$ cat config.mk
export PLATFORM = sky130hd
export DESIGN_NAME = core_mem_port
export DESIGN_NICKNAME = d
export VERILOG_FILES = /design/src/rtl/core_mem_port.sv
export SDC_FILE = /design/constraint.sdc
export NUM_CORES = 1
export LEC_CHECK = 0
export BUFFER_PORTS_ARGS = -buffer_cell sky130_fd_sc_hd__buf_2
export CAP_MARGIN = 20
export CORE_MARGIN = 5
export CORE_UTILIZATION = 50
export DETAILED_ROUTE_END_ITERATION = 7
export GPL_TIMING_DRIVEN = 0
export HOLD_SLACK_MARGIN = 0.02
export PLACE_DENSITY = 0.8
export SETUP_SLACK_MARGIN = 0.3
export SLEW_MARGIN = 20
export SYNTH_ARGS = -nofsm -noshare
export SYNTH_HDL_FRONTEND = slang
export SYNTH_SLANG_ARGS = --single-unit
$ cat constraint.sdc
create_clock -name clk -period 3.1 [get_ports clk]
set_input_delay 0.155 -clock clk [delete_from_list [all_inputs] [get_ports clk]]
set_output_delay 0.155 -clock clk [all_outputs]
set_load 0.01 [all_outputs]
$ cat src/rtl/core_mem_port.sv
//------------------------------------------------------------------------------
// Module   : core_mem_port
// Brief    : Load/store transfer responder; runs one Avalon-MM access per
//            request and returns lane-aligned, size-extended read data.
//            Optional macro CORE_MEM_UNALIGNED_ROTATE_EN rotates unaligned
//            word loads (ARM LDR style).
// Revision : 1.0 - initial release
//------------------------------------------------------------------------------
`default_nettype none

module core_mem_port #(
  parameter int unsigned TIMEOUT = 255
) (
  input  logic        clk,
  input  logic        rst,
  input  logic        start,
  input  logic        write,
  input  logic [31:0] addr,
  input  logic [1:0]  size,
  input  logic        sign_extend,
  input  logic [31:0] wdata,
  output logic [31:0] rdata,
  output logic        mem_ready,
  output logic        abort,
  output logic        busy,
  output logic [29:0] avl_address,
  output logic        avl_read,
  output logic        avl_write,
  output logic [31:0] avl_writedata,
  output logic [3:0]  avl_byteenable,
  input  logic        avl_waitrequest,
  input  logic [31:0] avl_readdata,
  input  logic        avl_readdatavalid
);

  typedef enum logic [1:0] {
    S_IDLE = 2'd0,
    S_REQ  = 2'd1,
    S_RESP = 2'd2,
    S_DONE = 2'd3
  } state_t;

  // Counter only has to represent 0..TIMEOUT-1; the abort fires on the last value.
  localparam int unsigned           CNT_W      = (TIMEOUT < 2) ? 1 : $clog2(TIMEOUT);
  localparam logic                  c_TO_EN    = (TIMEOUT != 0);
  localparam logic [CNT_W-1:0]      c_CNT_LAST = CNT_W'(TIMEOUT - 1);

  state_t            r_state;
  state_t            w_next;
  logic              r_write;
  logic [31:0]       r_addr;
  logic [1:0]        r_size;
  logic              r_sext;
  logic [31:0]       r_wdata;
  logic [CNT_W-1:0]  r_cnt;
  logic [31:0]       r_rdata;
  logic              r_abort;

  logic              w_capture;
  logic              w_timeout;
  logic              w_cnt_hit;
  logic [1:0]        w_lane;
  logic [3:0]        w_be;
  logic [31:0]       w_wdata;
  logic [7:0]        w_byte;
  logic [15:0]       w_half;
  logic [31:0]       w_word;
  logic [31:0]       w_rd_ext;

  assign w_lane    = r_addr[1:0];
  assign w_cnt_hit = c_TO_EN && (r_cnt == c_CNT_LAST);

  always_comb begin
    w_be    = 4'b1111;
    w_wdata = r_wdata;
    case (r_size)
      2'd0: begin
        w_be    = 4'b0001 << w_lane;
        w_wdata = {4{r_wdata[7:0]}};
      end
      2'd1: begin
        w_be    = r_addr[1] ? 4'b1100 : 4'b0011;
        w_wdata = {2{r_wdata[15:0]}};
      end
      default: begin
        w_be    = 4'b1111;
        w_wdata = r_wdata;
      end
    endcase
  end

  assign w_byte = avl_readdata[{w_lane, 3'b000} +: 8];
  assign w_half = r_addr[1] ? avl_readdata[31:16] : avl_readdata[15:0];

`ifdef CORE_MEM_UNALIGNED_ROTATE_EN
  logic [63:0] w_rot;
  assign w_rot  = {avl_readdata, avl_readdata} >> {w_lane, 3'b000};
  assign w_word = w_rot[31:0];
`else
  assign w_word = avl_readdata;
`endif

  always_comb begin
    w_rd_ext = w_word;
    case (r_size)
      2'd0:    w_rd_ext = {{24{r_sext & w_byte[7]}}, w_byte};
      2'd1:    w_rd_ext = {{16{r_sext & w_half[15]}}, w_half};
      default: w_rd_ext = w_word;
    endcase
  end

  // A completing handshake wins over a timeout landing in the same cycle.
  always_comb begin
    w_next    = r_state;
    w_capture = 1'b0;
    w_timeout = 1'b0;
    case (r_state)
      S_IDLE: begin
        if (start) begin
          w_next = S_REQ;
        end
      end
      S_REQ: begin
        if (!avl_waitrequest && (r_write || avl_readdatavalid)) begin
          w_next    = S_DONE;
          w_capture = !r_write;
        end else if (w_cnt_hit) begin
          w_next    = S_DONE;
          w_timeout = 1'b1;
        end else if (!avl_waitrequest) begin
          w_next = S_RESP;
        end
      end
      S_RESP: begin
        if (avl_readdatavalid) begin
          w_next    = S_DONE;
          w_capture = 1'b1;
        end else if (w_cnt_hit) begin
          w_next    = S_DONE;
          w_timeout = 1'b1;
        end
      end
      S_DONE: begin
        w_next = S_IDLE;
      end
      default: begin
        w_next = S_IDLE;
      end
    endcase
  end

  always_ff @(posedge clk) begin
    if (rst) begin
      r_state <= S_IDLE;
      r_write <= 1'b0;
      r_addr  <= '0;
      r_size  <= '0;
      r_sext  <= 1'b0;
      r_wdata <= '0;
      r_cnt   <= '0;
      r_rdata <= '0;
      r_abort <= 1'b0;
    end else begin
      r_state <= w_next;
      if (r_state == S_IDLE && start) begin
        r_write <= write;
        r_addr  <= addr;
        r_size  <= size;
        r_sext  <= sign_extend;
        r_wdata <= wdata;
      end
      if (r_state == S_IDLE) begin
        r_cnt <= '0;
      end else if (r_state == S_REQ || r_state == S_RESP) begin
        r_cnt <= r_cnt + 1'b1;
      end
      if (r_state != S_DONE && w_next == S_DONE) begin
        r_rdata <= w_capture ? w_rd_ext : 32'd0;
        r_abort <= w_timeout;
      end
    end
  end

  assign busy           = (r_state != S_IDLE);
  assign mem_ready      = (r_state == S_DONE);
  assign abort          = (r_state == S_DONE) && r_abort;
  assign rdata          = (r_state == S_DONE) ? r_rdata : 32'd0;
  assign avl_read       = (r_state == S_REQ) && !r_write;
  assign avl_write      = (r_state == S_REQ) && r_write;
  assign avl_address    = (r_state == S_REQ) ? r_addr[31:2] : 30'd0;
  assign avl_byteenable = (r_state == S_REQ) ? w_be : 4'd0;
  assign avl_writedata  = (r_state == S_REQ) ? w_wdata : 32'd0;

endmodule

`default_nettype wire

==> impl_metrics.ini <==
[status]
outcome = finished, final reports clean

[yosys]
yosys.area.top_type_share_pct = 37.1
netlist_instances = 769
synth-simple-area-share_pct = 28.8
synthXorXnorAreaFrac_pct = 0.877
ys_top_cells_by_area = dfxtp_1 37%, nand2_1 10%, a21oi_1 9.1%, and2_1 7.6%, mux2i_1 4.7%
yosysWarningCount = 0
synth.ff_latch_count = 111
synth_top_family_by_area = simple AND/OR/NAND/NOR gates
synthDistinctLibCells = 46
yosysMostFrequentCell = nand2_1
syn_area_um2 = 5990
synth_area_per_cell_um2 = 7.79
synth-compound-area-share_pct = 16.4
synth_largest_area_cell = dfxtp_1
ys_top_cells_by_count = 166 x nand2_1, 111 x dfxtp_1, 109 x a21oi_1
synthAdderAreaFrac_pct = 1.46
seq_area_frac_synth_pct = 37.1
synth-edff-count = 0
syn_nets = 881
synth-async-reset-ratio_pct = 0
synth_ff_type = dfxtp_1
synthMuxAreaShare_pct = 9.82

[timing]
worst_slew_pin_slew_ns = 0.786
clock.fmax_mhz = 387
fin_tns_setup_ns = 0
rsz0062_at_grt = no
final-hold-violation-count = 0
period_share_pct = 83.3
min_period_ns = 2.58
worst_clock_skew_ns = 0.00987
maxSlewViolCount = 0
maxSlewHeadroom_pct = 47.4
finalSetupViolCount = 0

[die]
core-area_um2 = 11900
die_width_um = 119
rows = 40
fp.dieArea_um2 = 14300
start_util_pct = 50.5
die-height_um = 119
io_pins = 208

[clocking]
insertion_delay_ns = 0.36
clk_pin_slew_ns = 0.08
cts_buffers = 9
htree_levels = 3
cts-root-buf = clkbuf_16
cts.sinks = 111
cts_tree = yes
clockBufferDepth = 2
post_cts.repair.setup_buffers = 0

[placement]
gp_congestion = 0.884
post-dp-hpwl_um = 14000
place_inst = 1123
io_buffer_count = 207

[cells_and_area]
stdcell_count = 1140
layout.nets = 1100
drive_above_1_share_pct = 25.4
area_growth_pct = 25.4
antenna_cells = 0

[worst_setup_path]
start_kind = flop
cp_max_fo = 10
crit_arrival_ns = 2.83
crit_required_ns = 3.35
critPathCaptureType = flop
crit_type = flop to flop

[grt]
first_global_vias = 5717
grt_pass1_wl_um = 28500
grt_overflow = 0
track_usage_pct = 24.7
antenna_found_initial = 3
grt_max_degree = 21

[worst_hold_path]
min_path_type = input port to flop

[pwr]
power_leakage_uw = 0.00352
ir_worst_vdd_v = 0.000425
cellPowerDensity_nw_per_um2 = 620

[drt]
detail-route-antenna-nets = 0
dr.pass1.iters = 5
wire_per_inst_um = 15.9
num_vias = 5949
wirelength_um = 18200
drc = 0
drt_iter0_drc = 319
viasPerCell = 5.22

[run]
maxCapViolCount = 0
==> final timing paths <==
path | end | from | depth (start not counted) | slack (ns)
max reg2reg | r_rdata[24]$_SDFFE_PP0P_ | r_state[1]$_SDFF_PP0_ | 9 | 0.52
min reg2reg | r_addr[29]$_SDFFE_PP0P_ | r_addr[29]$_SDFFE_PP0P_ | 2 | 0.45
max | r_rdata[24]$_SDFFE_PP0P_ | r_state[1]$_SDFF_PP0_ | 9 | 0.52
min | r_addr[8]$_SDFFE_PP0P_ | addr[8] | 3 | 0.03
==> cells in the final DEF, fill, tap and decap left out, types with 10 or more instances in the layout <==
master / synthesis / final
a21boi_0: 10 / 10
a21oi_1: 109 / 109
and2_1: 73 / 73
buf_2: 4 / 211
clkbuf_1: 47 / 46
dfxtp_1: 111 / 111
inv_1: 24 / 24
mux2_1: 10 / 10
mux2_4: 10 / 10
mux2i_1: 28 / 28
nand2_1: 166 / 166
nand2b_1: 13 / 13
nor2_1: 22 / 22
nor2b_1: 44 / 44
==> report_power, final <==
group / switching (µW) / leakage [µW] / internal, µW
clock network: 583 / 0.000140 / 565
registers: 124 / 0.000905 / 1590
logic: 1130 / 0.00247 / 658
total: 1840 / 0.00352 / 2820
==> stage by stage <==
step | cell area, µm² | total power (µW) | setup slack (ns) | util [%] | hold slack (ns)
detailed placement | 7210 | 3530 | 0.569 | 60.8 | 0.401
finish | 7510 | 4660 | 0.519 | 63.3 | 0.0260
CTS | 7510 | 4680 | 0.446 | 63.3 | 0.0204
global placement | 7210 | 3500 | 0.588 | 60.8 | 0.398
floorplan | 5990 | 2940 | 0.907 | - | 0.291
global route | 7510 | 4950 | 0.357 | 63.3 | 0.0284
==> kinds of logic (layout without fill, tap and decap cells) <==
kind of cell | after synthesis | after routing
xor+xnor | 6 | 6
flops | 111 | 111
simple gates | 345 | 345
fa+ha+maj | 7 | 7
compound gates | 165 | 165
mux | 52 | 52
buf+inv | 83 | 307
==> layout make-up <==
type	count	area (µm²)
fill	1085	4350
inverter	24	90.1
multi-input combinational	575	3430
clock inverter	7	65.1
timing repair buffer	208	1050
buffer	59	246
clock buffer	9	225
sequential	111	2220
tap	147	184
==> sequential cells by signal, indices dropped and copies added, names as in the netlist <==
register,cells
r_addr,32
r_rdata,32
r_wdata,32
r_cnt,8
r_size,2
r_state,2
r_abort,1
r_sext,1
r_write,1
==> timing repair <==
action	in CTS	in global routing
setup endpoints to repair	0	8
gates resized for setup	0	2
hold endpoints to repair	1	0
hold buffers	1	0
==> worst max-delay path, stage by stage (launching register included) <==
cell and delay, ns:
dfxtp_1 0.42, inv_1 0.09, ha_1 0.21, buf_2 0.18, nor3b_1 0.17, o211a_1 0.34, o21ai_1 0.38, buf_2 0.32
a21oi_1 0.09, mux2_4 0.28
==> metal layers <==
layer  part of all wire [%]  up-vias  global-route usage (%)
li1                       -     2977                       -
met1                     43     2679                    30.9
met2                     47      251                    41.4
met3                    8.5       36                    6.84
met4                    2.0        6                    7.87
met5                   0.23        -                       0
(Power assumes the default switching activity.)
